**src/rtl/pattern_capture.sv**
```systemverilog
// Change-capture FIFO: records each new value of `inputs` (optionally with a timestamp)
// into a first-word-fall-through buffer. Optional timestamping: `define PATTERN_CAPTURE_TIMESTAMP_EN.
module pattern_capture #(
  parameter int WIDTH = 6,
  parameter int DEPTH = 16,
  parameter int TS_W  = 8
) (
  input  logic                     clk,
  input  logic                     rst,
  input  logic                     cap_en,
  input  logic [WIDTH-1:0]         inputs,
  output logic                     rd_valid,
  input  logic                     rd_ready,
  output logic [WIDTH-1:0]         rd_data,
`ifdef PATTERN_CAPTURE_TIMESTAMP_EN
  output logic [TS_W-1:0]          rd_ts,
`endif
  output logic [$clog2(DEPTH):0]   count,
  output logic                     full,
  output logic                     empty,
  output logic                     overflow
);

  localparam int AW = $clog2(DEPTH);
  localparam int CW = AW + 1;

  logic [WIDTH-1:0] last_q, last_d;
  logic [AW-1:0]    head_q, head_d, tail_q, tail_d;
  logic [CW-1:0]    count_q, count_d;
  logic             overflow_q, overflow_d;
  logic             capture, pop, push;

  logic [WIDTH-1:0] mem_data [DEPTH];
`ifdef PATTERN_CAPTURE_TIMESTAMP_EN
  logic [TS_W-1:0]  ts_cnt_q;
  logic [TS_W-1:0]  mem_ts [DEPTH];
`endif

  assign empty    = (count_q == '0);
  assign full     = (count_q == CW'(DEPTH));
  assign rd_valid = !empty;
  assign count    = count_q;
  assign overflow = overflow_q;
  assign rd_data  = empty ? '0 : mem_data[head_q];
`ifdef PATTERN_CAPTURE_TIMESTAMP_EN
  assign rd_ts    = empty ? '0 : mem_ts[head_q];
`endif

  // A full buffer still accepts a capture when the head is popped on the same edge.
  always_comb begin
    // NOTE: every signal gets a default first so no path leaves it unassigned (no latches).
    last_d     = last_q;
    head_d     = head_q;
    tail_d     = tail_q;
    count_d    = count_q;
    overflow_d = overflow_q;
    capture    = cap_en && (inputs != last_q);
    pop        = !empty && rd_ready;
    push       = capture && (!full || pop);

    if (cap_en)            last_d     = inputs;
    if (capture && !push)  overflow_d = 1'b1;
    if (push)              tail_d     = tail_q + AW'(1);
    if (pop)               head_d     = head_q + AW'(1);
    case ({push, pop})
      2'b10:   count_d = count_q + CW'(1);
      2'b01:   count_d = count_q - CW'(1);
      default: count_d = count_q;
    endcase
  end

  always_ff @(posedge clk) begin
    // NOTE: sequential state uses non-blocking assignments so all registers update together.
    if (rst) begin
      last_q     <= '0;
      head_q     <= '0;
      tail_q     <= '0;
      count_q    <= '0;
      overflow_q <= 1'b0;
    end else begin
      last_q     <= last_d;
      head_q     <= head_d;
      tail_q     <= tail_d;
      count_q    <= count_d;
      overflow_q <= overflow_d;
    end
  end

  // NOTE: storage is not reset; empty masks stale contents on the read ports.
  always_ff @(posedge clk) begin
    if (!rst && push) begin
      mem_data[tail_q] <= inputs;
`ifdef PATTERN_CAPTURE_TIMESTAMP_EN
      mem_ts[tail_q]   <= ts_cnt_q;
`endif
    end
  end

`ifdef PATTERN_CAPTURE_TIMESTAMP_EN
  always_ff @(posedge clk) begin
    if (rst) ts_cnt_q <= '0;
    else     ts_cnt_q <= ts_cnt_q + TS_W'(1);
  end
`endif

endmodule

```
**config.mk**
```make
export PLATFORM = sky130hd
export DESIGN_NAME = pattern_capture
export DESIGN_NICKNAME = d
export VERILOG_FILES = /design/src/rtl/pattern_capture.sv
export SDC_FILE = /design/constraint.sdc
export NUM_CORES = 1
export LEC_CHECK = 0
export CAP_MARGIN = 0
export CORE_MARGIN = 4
export CORE_UTILIZATION = 38
export DETAILED_ROUTE_END_ITERATION = 6
export PLACE_DENSITY = 0.62
export SLEW_MARGIN = 20
export SYNTH_ARGS = -nofsm -noshare
export SYNTH_HDL_FRONTEND = slang
export SYNTH_SLANG_ARGS = --single-unit
```
**constraint.sdc**
```tcl
create_clock -name clk -period 3.8 [get_ports clk]
set_input_delay 0.76 -clock clk [delete_from_list [all_inputs] [get_ports clk]]
set_output_delay 0.76 -clock clk [all_outputs]
set_load 0.01 [all_outputs]
```
==> flow_summary.yaml <==
status:
  status: "complete, no violations"
global_routing:
  grt_pass1_vias: 2755
  antenna_found_initial: 0
  met3_usage: 0.03853
  gr-total-overflow: 0
  grt_util_met1: 0.1864
  busiest_layer: "met2"
  grtUsageMet2: 0.2439
  grt_max_degree: 27
  grt_pass1_wl_um: 15700
  track_usage: 0.1475
timing:
  rsz0062_at_grt: "no"
  fin_skew_ns: 0.006982
  tightest_slew_ns: 0.5421
  slew_violations: 0
  setup_tns_ns: 0
  holdWs_ns: 0.4710
  hold_viol_final: 0
  min_period_over_period: 0.9091
  setup_viol: 0
  fmax_mhz: 289.5
  setup_ws_ns: 0.3453
  maxSlewHeadroom: 0.6372
  period_needed_ns: 3.455
synthesis:
  ys_ff_latch: 120
  synth-seq-area-share: 0.6852
  synth_cells: 290
  yosysMostFrequentCell: "edfxtp_1"
  synth_flop_cell: "edfxtp_1"
  mappedNetlistArea_um2: 4908
  ys_top_cells_by_area: "edfxtp_1, mux4_2, dfxtp_1, nor2_1, xor2_1"
  synth_cell_types: 38
  async_reset_ff_frac: 0
  syn_nets: 307
  synth_edf_count: 96
  syn_avg_cell_area_um2: 16.93
  synth_top_cell_by_area: "edfxtp_1"
  synth_warnings: 0
  synth_top_area_frac: 0.5873
  synth_commonest_cells: "edfxtp_1, nor2_1, mux4_2"
cells_and_area:
  antenna_cells: 0
  nets: 362
  area_growth_pct: 23.45
  drive_gt1_frac: 0.2486
pwr:
  p_leak_nw: 2.061
  powerDensity_nw_per_um2: 676.5
  ir_worst_vdd_mv: 0.2452
clock_network:
  ctsResizeCount: 0
  root_buffer: "clkbuf_16"
  htree_levels: 4
  cts_hold_buf: 0
  cts_buffer_depth: 2
  cts.clk_slew.worst_paths_ns: 0.05
  post-cts-setup-buffers: 0
  clock_sinks: 120
  cts_made_buffers: 17
  clk_latency_ns: 0.40
  cts_tree: "yes"
floorplanning:
  io_pins: 25
  start_util: 0.3890
  coreArea_um2: 12620
  die_w_um: 121.7
  die_area_um2: 14800
  die_h_um: 121.7
  rows: 41
detailed_routing:
  num_vias: 2613
  viasPerCell: 4.930
  avgRoutedWirePerCell_um: 18.50
  drt_pre_antenna_iters: 4
  drt_iter0_drc: 156
  ant_nets: 0
  drc: 0
  routed_wl_um: 9803
placement:
  numPortBuffers: 24
  dp_slack_ns: 0.3679
  gp_congestion: 0.7675
  dp_hpwl_um: 6701
min_path:
  worstHoldStart: "overflow"
  hp-class: "reg2reg"
setup_path:
  crit_fanout: 24
  worst_ep_arrival_time_ns: 2.69
  cp.required_ns: 3.04
  cpLargestDelayFamily: "multiplexers"
  cp-start-kind: "flop"
  critPathKind: "reg2out"
  crit_chain: "buf_12 > mux4_2 > mux4_2 > and2_1 > clkdlybuf4s50_1"
  end_kind: "output pin"
  worst-path-buf-inv: 2
  reg2reg_from: "count[1]"
  slowest_stage: "mux4_2"
  max_stage_delay_ns: 0.58
  crit_path_frequent_cell: "mux4_2"
job:
  max-cap-violations: 0
==> per-layer routing <==
metal | part of all wire | wire length, um
met1 | 0.43 | 4206
met2 | 0.51 | 5017
met3 | 0.045 | 439
met4 | 0.014 | 139
met5 | 0 | 0
==> cell usage in the layout, fill, tap and decap left out, types with 2 or more instances in the layout <==
master,count
and2_1,8
mux4_2,30
buf_4,24
xnor2_1,5
nor2_1,42
clkbuf_16,17
nand2_1,12
clkinv_1,2
o21ai_0,2
edfxtp_1,96
clkinv_2,6
clkbuf_1,3
a21oi_1,5
bufinv_16,2
a31oi_1,2
clkdlybuf4s50_1,24
inv_1,4
nand4_1,2
mux2i_1,8
ha_1,7
xor2_1,11
dfxtp_1,24
==> cells by family (layout without fill, tap and decap cells) <==
family | Yosys count | after routing | synth area share
AOI/OAI and AO/OA | 16 | 16 | 0.02473
and+or+nand+nor | 74 | 74 | 0.06908
muxes | 40 | 40 | 0.1593
buffers and inverters | 17 | 85 | 0.01529
DFF | 120 | 120 | 0.6852
xor gates and xnor gates | 16 | 16 | 0.02855
adders and majority gates | 7 | 7 | 0.01784
==> report_power, final <==
part           internal, W  switching (W)  total (W)  leakage (nW)
sequential         0.00148      0.0000703    0.00155          1.06
clock             0.000968       0.000520    0.00149         0.275
combinational     0.000580       0.000481    0.00106         0.724
==> registers in the layout, indices dropped and copies added (netlist names), named ones only <==
signal / cells
mem_data: 96
last_q: 6
count: 5
head_q: 4
tail_q: 4
overflow: 1
==> worst paths after layout <==
path	to	slack, ns	cells past startpoint
min	overflow	0.47	2
max reg2reg	count[4]	0.86	10
min reg2reg	overflow	0.47	2
max	rd_data[5]	0.35	5
==> metrics by stage <==
step | power, W | instance area, um2 | std cells | util
2_1_floorplan | 0.002246 | 4908 | 290 | -
3_3_place_gp | 0.002650 | 5504 | 498 | 0.4361
3_5_place_dp | 0.002665 | 5504 | 498 | 0.4361
4_1_cts | 0.004159 | 6060 | 530 | 0.4802
5_1_grt | 0.004306 | 6060 | 530 | 0.4802
6_report | 0.004099 | 6060 | 530 | 0.4802
==> final cells by class <==
cell class | instances | area, um2
flip-flops and latches | 120 | 3363
inverters | 4 | 15.01
multi-input cells | 153 | 1470
fillers | 1112 | 6560
well taps | 172 | 215.2
clock inverters | 11 | 105.1
clock buffers | 21 | 450.4
repair buffers | 49 | 440.4
==> tightest hold or removal path, delay by kind of cell (launching register included) <==
family,cells,cell delay [ns]
flip-flops,1,0.32
AND/OR/NAND/NOR,1,0.07
AO/OA/AOI/OAI,1,0.04
No activity file was read; power rests on OpenSTA's default activity.
